$ cat config.mk
export PLATFORM = sky130hd
export DESIGN_NAME = alu_muldiv
export DESIGN_NICKNAME = d
export VERILOG_FILES = /design/src/rtl/alu_pkg.sv /design/src/rtl/muldiv_iter.sv /design/src/rtl/alu_muldiv.sv
export SDC_FILE = /design/constraint.sdc
export NUM_CORES = 1
export LEC_CHECK = 0
export BUFFER_PORTS_ARGS = -buffer_cell sky130_fd_sc_hd__buf_2
export CAP_MARGIN = 25
export CORE_ASPECT_RATIO = 0.8
export CORE_MARGIN = 2
export CORE_UTILIZATION = 24
export CTS_CLUSTER_DIAMETER = 50
export DETAILED_ROUTE_END_ITERATION = 12
export PLACE_DENSITY_LB_ADDON = 0.05
export SLEW_MARGIN = 20
export SYNTH_ARGS = -nofsm -noshare
export SYNTH_HDL_FRONTEND = slang
export SYNTH_SLANG_ARGS = --single-unit
$ cat constraint.sdc
create_clock -name clk -period 5.29 [get_ports clk]
set_input_delay 0.7935 -clock clk [delete_from_list [all_inputs] [get_ports clk]]
set_output_delay 0.7935 -clock clk [all_outputs]
set_load 0.02 [all_outputs]
$ cat src/rtl/alu_pkg.sv
// Shared definitions for the EX-stage ALU with iterative multiply/divide:
// op codes, mul/div sequencer states and op-class decode helpers.
package alu_pkg;

    localparam logic [3:0] OP_AND   = 4'b0000;
    localparam logic [3:0] OP_OR    = 4'b0001;
    localparam logic [3:0] OP_ADD   = 4'b0010;
    localparam logic [3:0] OP_XOR   = 4'b0011;
    localparam logic [3:0] OP_MFLO  = 4'b0100;
    localparam logic [3:0] OP_UNDEF = 4'b0101;
    localparam logic [3:0] OP_SUB   = 4'b0110;
    localparam logic [3:0] OP_SLT   = 4'b0111;
    localparam logic [3:0] OP_SLTU  = 4'b1000;
    localparam logic [3:0] OP_MULT  = 4'b1001;
    localparam logic [3:0] OP_MULTU = 4'b1010;
    localparam logic [3:0] OP_DIV   = 4'b1011;
    localparam logic [3:0] OP_NOR   = 4'b1100;
    localparam logic [3:0] OP_DIVU  = 4'b1101;
    localparam logic [3:0] OP_MFHI  = 4'b1110;
    localparam logic [3:0] OP_NOP   = 4'b1111;

    typedef enum logic [1:0] {
        ST_IDLE = 2'd0,
        ST_RUN  = 2'd1,
        ST_FIX  = 2'd2
    } md_state_e;

    function automatic logic is_muldiv(input logic [3:0] op);
        return (op == OP_MULT) || (op == OP_MULTU) || (op == OP_DIV) || (op == OP_DIVU);
    endfunction

    function automatic logic md_is_signed(input logic [3:0] op);
        return (op == OP_MULT) || (op == OP_DIV);
    endfunction

    function automatic logic md_is_div(input logic [3:0] op);
        return (op == OP_DIV) || (op == OP_DIVU);
    endfunction

endpackage

$ cat src/rtl/muldiv_iter.sv
// Iterative multiply (shift-add) / divide (restoring) engine. Works on
// operand magnitudes for WIDTH steps, then applies the sign fix in FIX.
module muldiv_iter
    import alu_pkg::*;
#(
    parameter int WIDTH = 32,
    parameter int CNT_W = $clog2(WIDTH) + 1
) (
    input  logic             clk,
    input  logic             rst,
    input  logic             i_start,
    input  logic             i_signed,
    input  logic             i_is_div,
    input  logic [WIDTH-1:0] i_a,
    input  logic [WIDTH-1:0] i_b,
    input  logic             i_flush,
    output logic             o_busy,
    output logic             o_done,
    output logic [WIDTH-1:0] o_hi,
    output logic [WIDTH-1:0] o_lo
);

    md_state_e        r_state, w_next;
    logic [CNT_W-1:0] r_cnt;
    // r_hi: product high half / partial remainder; r_lo: multiplier / quotient
    logic [WIDTH-1:0] r_hi, r_lo, r_mb, r_a;
    logic             r_is_div, r_neg_q, r_neg_r, r_div0;

    logic [WIDTH-1:0]   w_ma, w_mb, w_step_hi, w_step_lo, w_q, w_r;
    logic [WIDTH:0]     w_madd, w_shift, w_diff;
    logic [2*WIDTH-1:0] w_prod, w_prod_f;

    assign w_ma = (i_signed && i_a[WIDTH-1]) ? -i_a : i_a;
    assign w_mb = (i_signed && i_b[WIDTH-1]) ? -i_b : i_b;

    // One multiply or divide step on the current accumulator pair
    always_comb begin
        w_madd  = {1'b0, r_hi} + (r_lo[0] ? {1'b0, r_mb} : '0);
        w_shift = {r_hi, r_lo[WIDTH-1]};
        w_diff  = w_shift - {1'b0, r_mb};
        if (r_is_div) begin
            // borrow out means the trial subtraction failed: keep the shifted remainder
            w_step_hi = w_diff[WIDTH] ? {r_hi[WIDTH-2:0], r_lo[WIDTH-1]} : w_diff[WIDTH-1:0];
            w_step_lo = {r_lo[WIDTH-2:0], ~w_diff[WIDTH]};
        end else begin
            w_step_hi = w_madd[WIDTH:1];
            w_step_lo = {w_madd[0], r_lo[WIDTH-1:1]};
        end
    end

    // Sign correction and special cases presented during FIX
    always_comb begin
        w_prod   = {r_hi, r_lo};
        w_prod_f = r_neg_q ? -w_prod : w_prod;
        w_q      = r_neg_q ? -r_lo : r_lo;
        w_r      = r_neg_r ? -r_hi : r_hi;
        if (!r_is_div) begin
            o_hi = w_prod_f[2*WIDTH-1:WIDTH];
            o_lo = w_prod_f[WIDTH-1:0];
        end else if (r_div0) begin
            o_hi = r_a;
            o_lo = '1;
        end else begin
            o_hi = w_r;
            o_lo = w_q;
        end
    end

    // Sequencer state register
    always_ff @(posedge clk) begin
        if (rst) r_state <= ST_IDLE;
        else     r_state <= w_next;
    end

    // Next-state: flush beats everything, RUN lasts WIDTH steps
    always_comb begin
        w_next = r_state;
        case (r_state)
            ST_IDLE: if (i_start) w_next = ST_RUN;
            ST_RUN:  if (r_cnt == CNT_W'(WIDTH - 1)) w_next = ST_FIX;
            ST_FIX:  w_next = ST_IDLE;
            default: w_next = ST_IDLE;
        endcase
        if (i_flush) w_next = ST_IDLE;
    end

    // Operand capture at start, one iteration per RUN cycle
    always_ff @(posedge clk) begin
        if (rst) begin
            r_cnt    <= '0;
            r_hi     <= '0;
            r_lo     <= '0;
            r_mb     <= '0;
            r_a      <= '0;
            r_is_div <= 1'b0;
            r_neg_q  <= 1'b0;
            r_neg_r  <= 1'b0;
            r_div0   <= 1'b0;
        end else if (r_state == ST_IDLE && i_start && !i_flush) begin
            r_cnt    <= '0;
            r_hi     <= '0;
            r_lo     <= w_ma;
            r_mb     <= w_mb;
            r_a      <= i_a;
            r_is_div <= i_is_div;
            r_neg_q  <= i_signed && (i_a[WIDTH-1] ^ i_b[WIDTH-1]);
            r_neg_r  <= i_signed && i_a[WIDTH-1];
            r_div0   <= (i_b == '0);
        end else if (r_state == ST_RUN) begin
            r_cnt <= r_cnt + 1'b1;
            r_hi  <= w_step_hi;
            r_lo  <= w_step_lo;
        end
    end

    assign o_busy = (r_state != ST_IDLE);
    assign o_done = (r_state == ST_FIX) && !i_flush;

endmodule

$ cat src/rtl/alu_muldiv.sv
// EX-stage execution unit: single-cycle ALU, valid/ready handshake,
// architectural HI/LO and registered result/flags.
module alu_muldiv
    import alu_pkg::*;
#(
    parameter int WIDTH = 32,
    parameter int CNT_W = $clog2(WIDTH) + 1
) (
    input  logic             clk,
    input  logic             rst,
    input  logic             in_valid,
    output logic             in_ready,
    input  logic [3:0]       op,
    input  logic [WIDTH-1:0] a,
    input  logic [WIDTH-1:0] b,
    input  logic             flush,
    output logic             out_valid,
    output logic [WIDTH-1:0] result,
    output logic             zero,
    output logic             positive,
    output logic             busy,
    output logic [WIDTH-1:0] hi,
    output logic [WIDTH-1:0] lo
);

    logic [WIDTH-1:0] r_result, r_hi, r_lo;
    logic             r_out_valid, r_zero, r_pos;

    logic             w_accept, w_is_md, w_start, w_busy, w_done, w_wr;
    logic [WIDTH-1:0] w_alu, w_md_hi, w_md_lo, w_wr_data;

    assign w_is_md  = is_muldiv(op);
    assign w_accept = in_valid && in_ready && !flush;
    assign w_start  = w_accept && w_is_md;

    muldiv_iter #(.WIDTH(WIDTH), .CNT_W(CNT_W)) u_md (
        .clk      (clk),
        .rst      (rst),
        .i_start  (w_start),
        .i_signed (md_is_signed(op)),
        .i_is_div (md_is_div(op)),
        .i_a      (a),
        .i_b      (b),
        .i_flush  (flush),
        .o_busy   (w_busy),
        .o_done   (w_done),
        .o_hi     (w_md_hi),
        .o_lo     (w_md_lo)
    );

    // Single-cycle operations; undefined codes yield zero
    always_comb begin
        w_alu = '0;
        case (op)
            OP_NOP:  w_alu = a;
            OP_AND:  w_alu = a & b;
            OP_OR:   w_alu = a | b;
            OP_XOR:  w_alu = a ^ b;
            OP_ADD:  w_alu = a + b;
            OP_SUB:  w_alu = a - b;
            OP_SLT:  w_alu = {{(WIDTH-1){1'b0}}, ($signed(a) < $signed(b))};
            OP_SLTU: w_alu = {{(WIDTH-1){1'b0}}, (a < b)};
            OP_NOR:  w_alu = ~(a | b);
            OP_MFLO: w_alu = r_lo;
            OP_MFHI: w_alu = r_hi;
            default: w_alu = '0;
        endcase
    end

    // Completion and acceptance are exclusive (no accept while busy)
    assign w_wr      = w_done || (w_accept && !w_is_md);
    assign w_wr_data = w_done ? w_md_lo : w_alu;

    // Result/flag registers and architectural HI/LO; flags are captured with
    // the result so every output reads zero straight out of reset
    always_ff @(posedge clk) begin
        if (rst) begin
            r_result    <= '0;
            r_out_valid <= 1'b0;
            r_zero      <= 1'b0;
            r_pos       <= 1'b0;
            r_hi        <= '0;
            r_lo        <= '0;
        end else begin
            r_out_valid <= w_wr;
            if (w_wr) begin
                r_result <= w_wr_data;
                r_zero   <= ~|w_wr_data;
                r_pos    <= ~w_wr_data[WIDTH-1] && (|w_wr_data);
            end
            if (w_done) begin
                r_hi <= w_md_hi;
                r_lo <= w_md_lo;
            end
        end
    end

    assign in_ready  = !w_busy;
    assign busy      = w_busy;
    assign out_valid = r_out_valid;
    assign result    = r_result;
    assign zero      = r_zero;
    assign positive  = r_pos;
    assign hi        = r_hi;
    assign lo        = r_lo;

endmodule
==> results of run 1 <==
-- Yosys cell counts (8+ instances only) --
cell type	count
buf_1	18
o21a_1	25
o2111ai_1	15
a311oi_1	22
nand2_1	332
o221ai_1	13
nor4_1	31
dfxtp_1	239
a31oi_1	39
xnor2_1	157
o31ai_1	40
mux2i_1	101
nor3_1	69
o41ai_1	18
or2_2	15
a221oi_1	15
or4_1	12
o22ai_1	23
xor2_1	45
nand3_1	56
a21o_1	40
a22oi_1	27
nor3b_1	8
mux2_2	19
o21bai_1	18
a21oi_1	302
a211oi_1	109
clkbuf_1	200
ha_1	169
nor2b_1	24
inv_1	162
o21ai_0	241
o211ai_1	53
nor2_1	318
or3_1	37
a211o_1	10
nand2b_1	29
nand4_1	26
and3_1	18
and2_1	11
-- final cells by class --
class / count / area (sq um) / area share (%)
timing repair buffer: 386 / 2619 / 9.213
multi-input combinational: 2630 / 17230 / 60.62
antenna: 2 / 5.005 / 0.01761
sequential: 239 / 4791 / 16.86
clock inverter: 32 / 347.8 / 1.224
tap: 1300 / 1627 / 5.723
inverter: 163 / 611.8 / 2.153
clock buffer: 51 / 1191 / 4.191
-- sequential cells by signal (all words and copies together), names as in the netlist --
name and flops:
u_md.r_a 32, u_md.r_lo 32, u_md.r_mb 32, zero 1, u_md.r_state 2, result 32
u_md.r_is_div 1, u_md.r_hi 32, u_md.r_neg_q 1, hi 32, u_md.r_neg_r 1, positive 1
lo 32, out_valid 1, u_md.r_div0 1, u_md.r_cnt 6
-- worst max-delay path, stage by stage --
cell and delay [ns]:
buf_2 0.19, inv_1 0.13, ha_1 0.47, inv_1 0.13, a21oi_1 0.24, o31ai_1 0.64
a21oi_1 0.23, o21ai_0 0.66, nor2_1 0.16, o311a_1 0.34, o31ai_1 0.53, or4b_1 0.50
nor4_2 0.37, a311oi_1 0.14
-- cells by family after synthesis --
logic type	Yosys count	synth area share, %
xor+xnor	202	7.525
compound gates	1110	30.64
mux	120	5.210
buf+inv	397	6.604
flops	239	20.35
fa+ha+maj	173	9.334
simple gates	1025	20.33
-- metrics by stage --
step                      total power, mW  setup TNS, ns
final                               6.874              0
after detailed placement            3.834       -0.05955
after floorplan                     2.991              0
after global routing                7.158              0
after global placement              3.847        -0.2243
after CTS                           6.937              0
-- routing by layer --
layer,part of all wire (%),vias to the layer above
met4,2.0,12
met3,7.5,146
met1,50,13330
met2,41,1043
met5,0.057,-
li1,-,12290
-- worst paths after layout --
check	slack, ns	start	to	cells after the start
worst min-delay path	0.44	flush	u_md.r_state[1]	2
worst min register to register	0.45	result[8]	result[8]	2
worst max register to register	0.78	u_md.r_lo[0]	positive	12
worst max-delay path	0.22	a[10]	positive	14
-- power by group --
part,total [mW],switching (mW),leakage [nW],internal [mW]
logic,1.94,1.28,8.50,0.658
clock network,3.04,1.23,0.734,1.81
registers,1.90,0.0516,1.94,1.85
==> results.toml, run 1 <==
[global_routing]
use_met2_pct = 39.75
grt_pass1_vias = 25800
grt_util_met3_pct = 4.810
met1_usage_pct = 41.68
grt.total_usage_pct = 27.42
antenna_found_initial = 27
top_usage_layer = "met1"
grt-ovfl-total = 0
grt_pass1_wl_mm = 199.3
grt_max_degree = 90

[logic_synthesis]
yosysSeqAreaShare_pct = 20.35
synth_area_sq_um = 23510
synthCells = 3266
synth-edff-count = 0
ys_warn_count = 0
synth_area_leader_cell = "dfxtp_1"
syn_area_per_cell_sq_um = 7.199
async_flop_share_pct = 0
synth_flop_cell = "dfxtp_1"
yosysTopAreaCellShare_pct = 20.35
synth_cell_types = 99
syn_nets = 3511
ys_ff_latch = 239
ys_top_cells_by_area = "dfxtp_1 (20%), ha_1 (9.0%), a21oi_1 (6.4%)"

[timing]
holdWs_ns = 0.4433
setup_ws_ns = 0.2240
post-route-min-period_ns = 5.066
period_share_pct = 95.76
fmax_mhz = 197.4
maxSlewViolCount = 0
hold_viol = 0
finalSetupViolations = 0
worst_pin_slew_ns = 1.100
rsz0062_at_grt = "no"
relSlewSlack_pct = 26.41
finalClockSkew_ns = 0.02931

[clock_tree]
ctsLongestPathBuffers = 3
post-cts-setup-buffers = 0
worst_skew_pair.late_latency_ns = 0.62
cts_tree = "done"
cts_hold_buf = 0
clk_pin_slew_ns = 0.06
clockRootBuffer = "clkbuf_16"
cts_buffers = 46
post_cts_resize_count = 0
cts_sinks = 239
h-tree-depth = 2

[drt]
post_drt_via_cell_ratio = 5.584
wl_per_cell_um = 29.82
drt_iter0_markers = 2612
drc_errors = 0
finalWirelength_mm = 143.2
num_vias = 26820
ant_nets = 0
drt_pass1_iterations = 6

[die]
rows = 102
die_h_um = 284.0
core_area_sq_um = 96990
initial_utilization_pct = 24.24
die_w_um = 353.9
io_pins = 173
dieArea_sq_um = 100500

[finish]
post-route-cell-area_sq_um = 28420
area_growth_pct = 20.89
final_cell_mix = "nand2_1 (331), nor2_1 (317), a21oi_1 (301)"
final_nets = 3711
layout_commonest_cell = "nand2_1"
n_fill_cell = 10690
drive_gt1_share_pct = 15.62
utilization_pct = 29.30
final_cell_count_no_fill = 4803

[placement]
port_buffers = 172
pre_cts_ws_ns = -0.04665
dp.cells = 4716
place_hpwl_mm = 116.9
placed_area_sq_um = 26860
place_congestion = 0.9400

[run]
maxCapViolCount = 0

[power]
power.density_nw_per_um2 = 241.9
worst_ir_drop_vdd_v = 0.0001928
p_leak_nw = 11.17

[worst_setup_path]
start_kind = "input port"
crit_arrival_ns = 5.53
path_class = "in2reg"
end_kind = "flop"
required_ns = 5.76
cp_max_fo = 10

[status]
status = "completed"

[worst_hold_path]
timing.hold.worst.class = "in2reg"
Note: power is estimated with default switching activity, not from simulation.
==> run 2, diff against run 1 <==
Settings changed: CORE_MARGIN 2 to unset.
==> run 2 against run 1 <==
Effect of this change: clock power up 11%; maximum frequency up 3.3%; register-to-register slack worse by 0.18 ns; clock skew down 0.013 ns; die area down 1.3%; largest power group unchanged; non-clock buffer count up 40; critical endpoint unchanged; worst hold slack better by 0.0062 ns; routed wire length up 1.4%; first-iteration DRC count up 5.1%; critical path depth up 1; combinational power up 3%.
==> results.toml, run 2 (same netlist as run 1, synthesis figures left out) <==
[finish]
final_nets = 3751
drive_gt1_share_pct = 16.70
layout_commonest_cell = "nand2_1"
final_cell_mix = "nand2_1 (332), nor2_1 (317), a21oi_1 (301)"
area_growth_pct = 22.81
post-route-cell-area_sq_um = 28870

[die]
die_w_um = 351.9
dieArea_sq_um = 99230
io_pins = 173
core_area_sq_um = 96870
die_h_um = 282.0
initial_utilization_pct = 24.27
rows = 102

[power]
clkPwrFrac_pct = 46.5
share_comb_of_total_power_pct = 27.4
p_sw_mw = 2.615
power.total_mw = 7.261
worst_ir_drop_vdd_v = 0.0002418
p_seq_share_pct = 26.2
p_leak_nw = 11.44
swShare_pct = 36.02
power.density_nw_per_um2 = 251.5
power.internal_mw = 4.645

[drt]
ant_nets = 0
num_vias = 26820
finalWirelength_mm = 145.3
drt_pass1_iterations = 5
drt_iter0_markers = 2746
post_drt_via_cell_ratio = 5.532
wl_per_cell_um = 29.98
drc_errors = 0

[run]
maxCapViolCount = 0

[clock_tree]
post_cts_resize_count = 0
cts_buffers = 46
clockRootBuffer = "clkbuf_16"
cts_hold_buf = 0
ctsLongestPathBuffers = 3
cts_tree = "done"
cts_sinks = 239
h-tree-depth = 2
worst_skew_pair.late_latency_ns = 0.62
post-cts-setup-buffers = 0
clk_pin_slew_ns = 0.06

[worst_setup_path]
max_stage_delay_ns = 0.67
cp_max_fo = 6
required_ns = 5.74
worst-r2r-cell-count = 14
path_class = "in2reg"
start_kind = "input port"
crit_slowest_cell = "o31ai_1"
crit_arrival_ns = 5.36
crit_chain = "buf_2 > inv_1 > ha_1 > inv_1 > a21oi_1 > buf_4 > o31ai_1 > a21oi_1 > o21ai_0 > nor2_1 > o311a_1 > o31ai_1 > or4b_1 > nor4_2 > a311oi_1"
r2r-start = "u_md.r_lo[0]"
end_kind = "flop"
r2r_setup_slack_ns = 0.60
timing.rr.end = "positive"

[global_routing]
antenna_found_initial = 24
grt.total_usage_pct = 28.51
grt_max_degree = 72
grt-ovfl-total = 0
grt_pass1_vias = 25770
grt_pass1_wl_mm = 202.9

[timing]
finalSetupViolations = 0
worst_pin_slew_ns = 1.150
maxSlewViolCount = 0
holdWs_ns = 0.4495
finalClockSkew_ns = 0.01673
fmax_mhz = 203.9
period_share_pct = 92.70
rsz0062_at_grt = "no"
post-route-min-period_ns = 4.904
relSlewSlack_pct = 22.34
hold_viol = 0

[worst_hold_path]
whs_path_depth = 2
hold_end = "u_md.r_state[1]"
timing.hold.worst.class = "in2reg"
min_from = "flush"

[placement]
place_congestion = 0.9122
port_buffers = 172
placed_area_sq_um = 27140
place_hpwl_mm = 118.2

[status]
status = "completed"
## run 2: changes by cell type in the layout (fill, tap and decap cells not counted), sizes merged
cell and change:
diode +1, inv -2, clkinv -1, bufinv +6, clkbuf -2, clkinvlp +1, buf +41
## run 2: stage by stage
stage / setup WS [ns] / utilization (%) / setup TNS [ns] / cells
final: 0.3862 / 29.81 / 0 / 4847
after global routing: 0.3164 / 29.80 / 0 / 4844
after CTS: 0.6492 / 29.80 / 0 / 4844
after detailed placement: 0.007376 / 28.02 / 0 / 4758
after global placement: -0.02183 / 28.02 / -0.02183 / 4758
after floorplan: 1.170 / - / 0 / 3266
## run 2: routing by layer
metal,GRT usage (%),vias to the layer above,wire [um]
met5,0,-,98
met4,5.979,14,2990
met3,4.511,143,9352
met2,41.72,935,59450
met1,43.08,13340,73400
li1,-,12380,-
## run 2: final cells by class
cell class | count | area (sq um)
diodes | 3 | 7.507
clock buffers | 50 | 1196
clock inverters | 36 | 525.5
fillers | 10610 | 67990
inverters | 163 | 611.8
multi-input cells | 2630 | 17230
flip-flops and latches | 239 | 4791
well taps | 1300 | 1627
repair buffers | 426 | 2887
## run 2: how the worst max path moves through the flow
stage	to	startpoint	cells past startpoint	slack [ns]
2_1_floorplan	positive	a[18]	15	1.17
3_3_place_gp	positive	b[10]	15	-0.02
3_5_place_dp	positive	a[10]	15	0.007
4_1_cts	positive	a[10]	15	0.65
5_1_grt	positive	a[10]	15	0.32
6_report	positive	b[10]	15	0.39
## run 2: power groups by stage
| stage | sequential, mW | combinational, mW | clock [mW] |
|---|---|---|---|
| 2_1_floorplan | 1.93 | 1.06 | 0 |
| 3_3_place_gp | 1.94 | 1.96 | 0 |
| 3_5_place_dp | 1.94 | 1.95 | 0 |
| 4_1_cts | 1.90 | 1.96 | 3.46 |
| 5_1_grt | 1.91 | 2.11 | 3.54 |
| 6_report | 1.90 | 1.99 | 3.37 |
## run 2: worst max-delay path, delay by kind of cell
family	cells	cell delay [ns]
buffers and inverters	4	0.63
AND/OR/NAND/NOR	3	1.06
AO/OA/AOI/OAI	7	2.50
adder cells (fa/ha/maj)	1	0.35
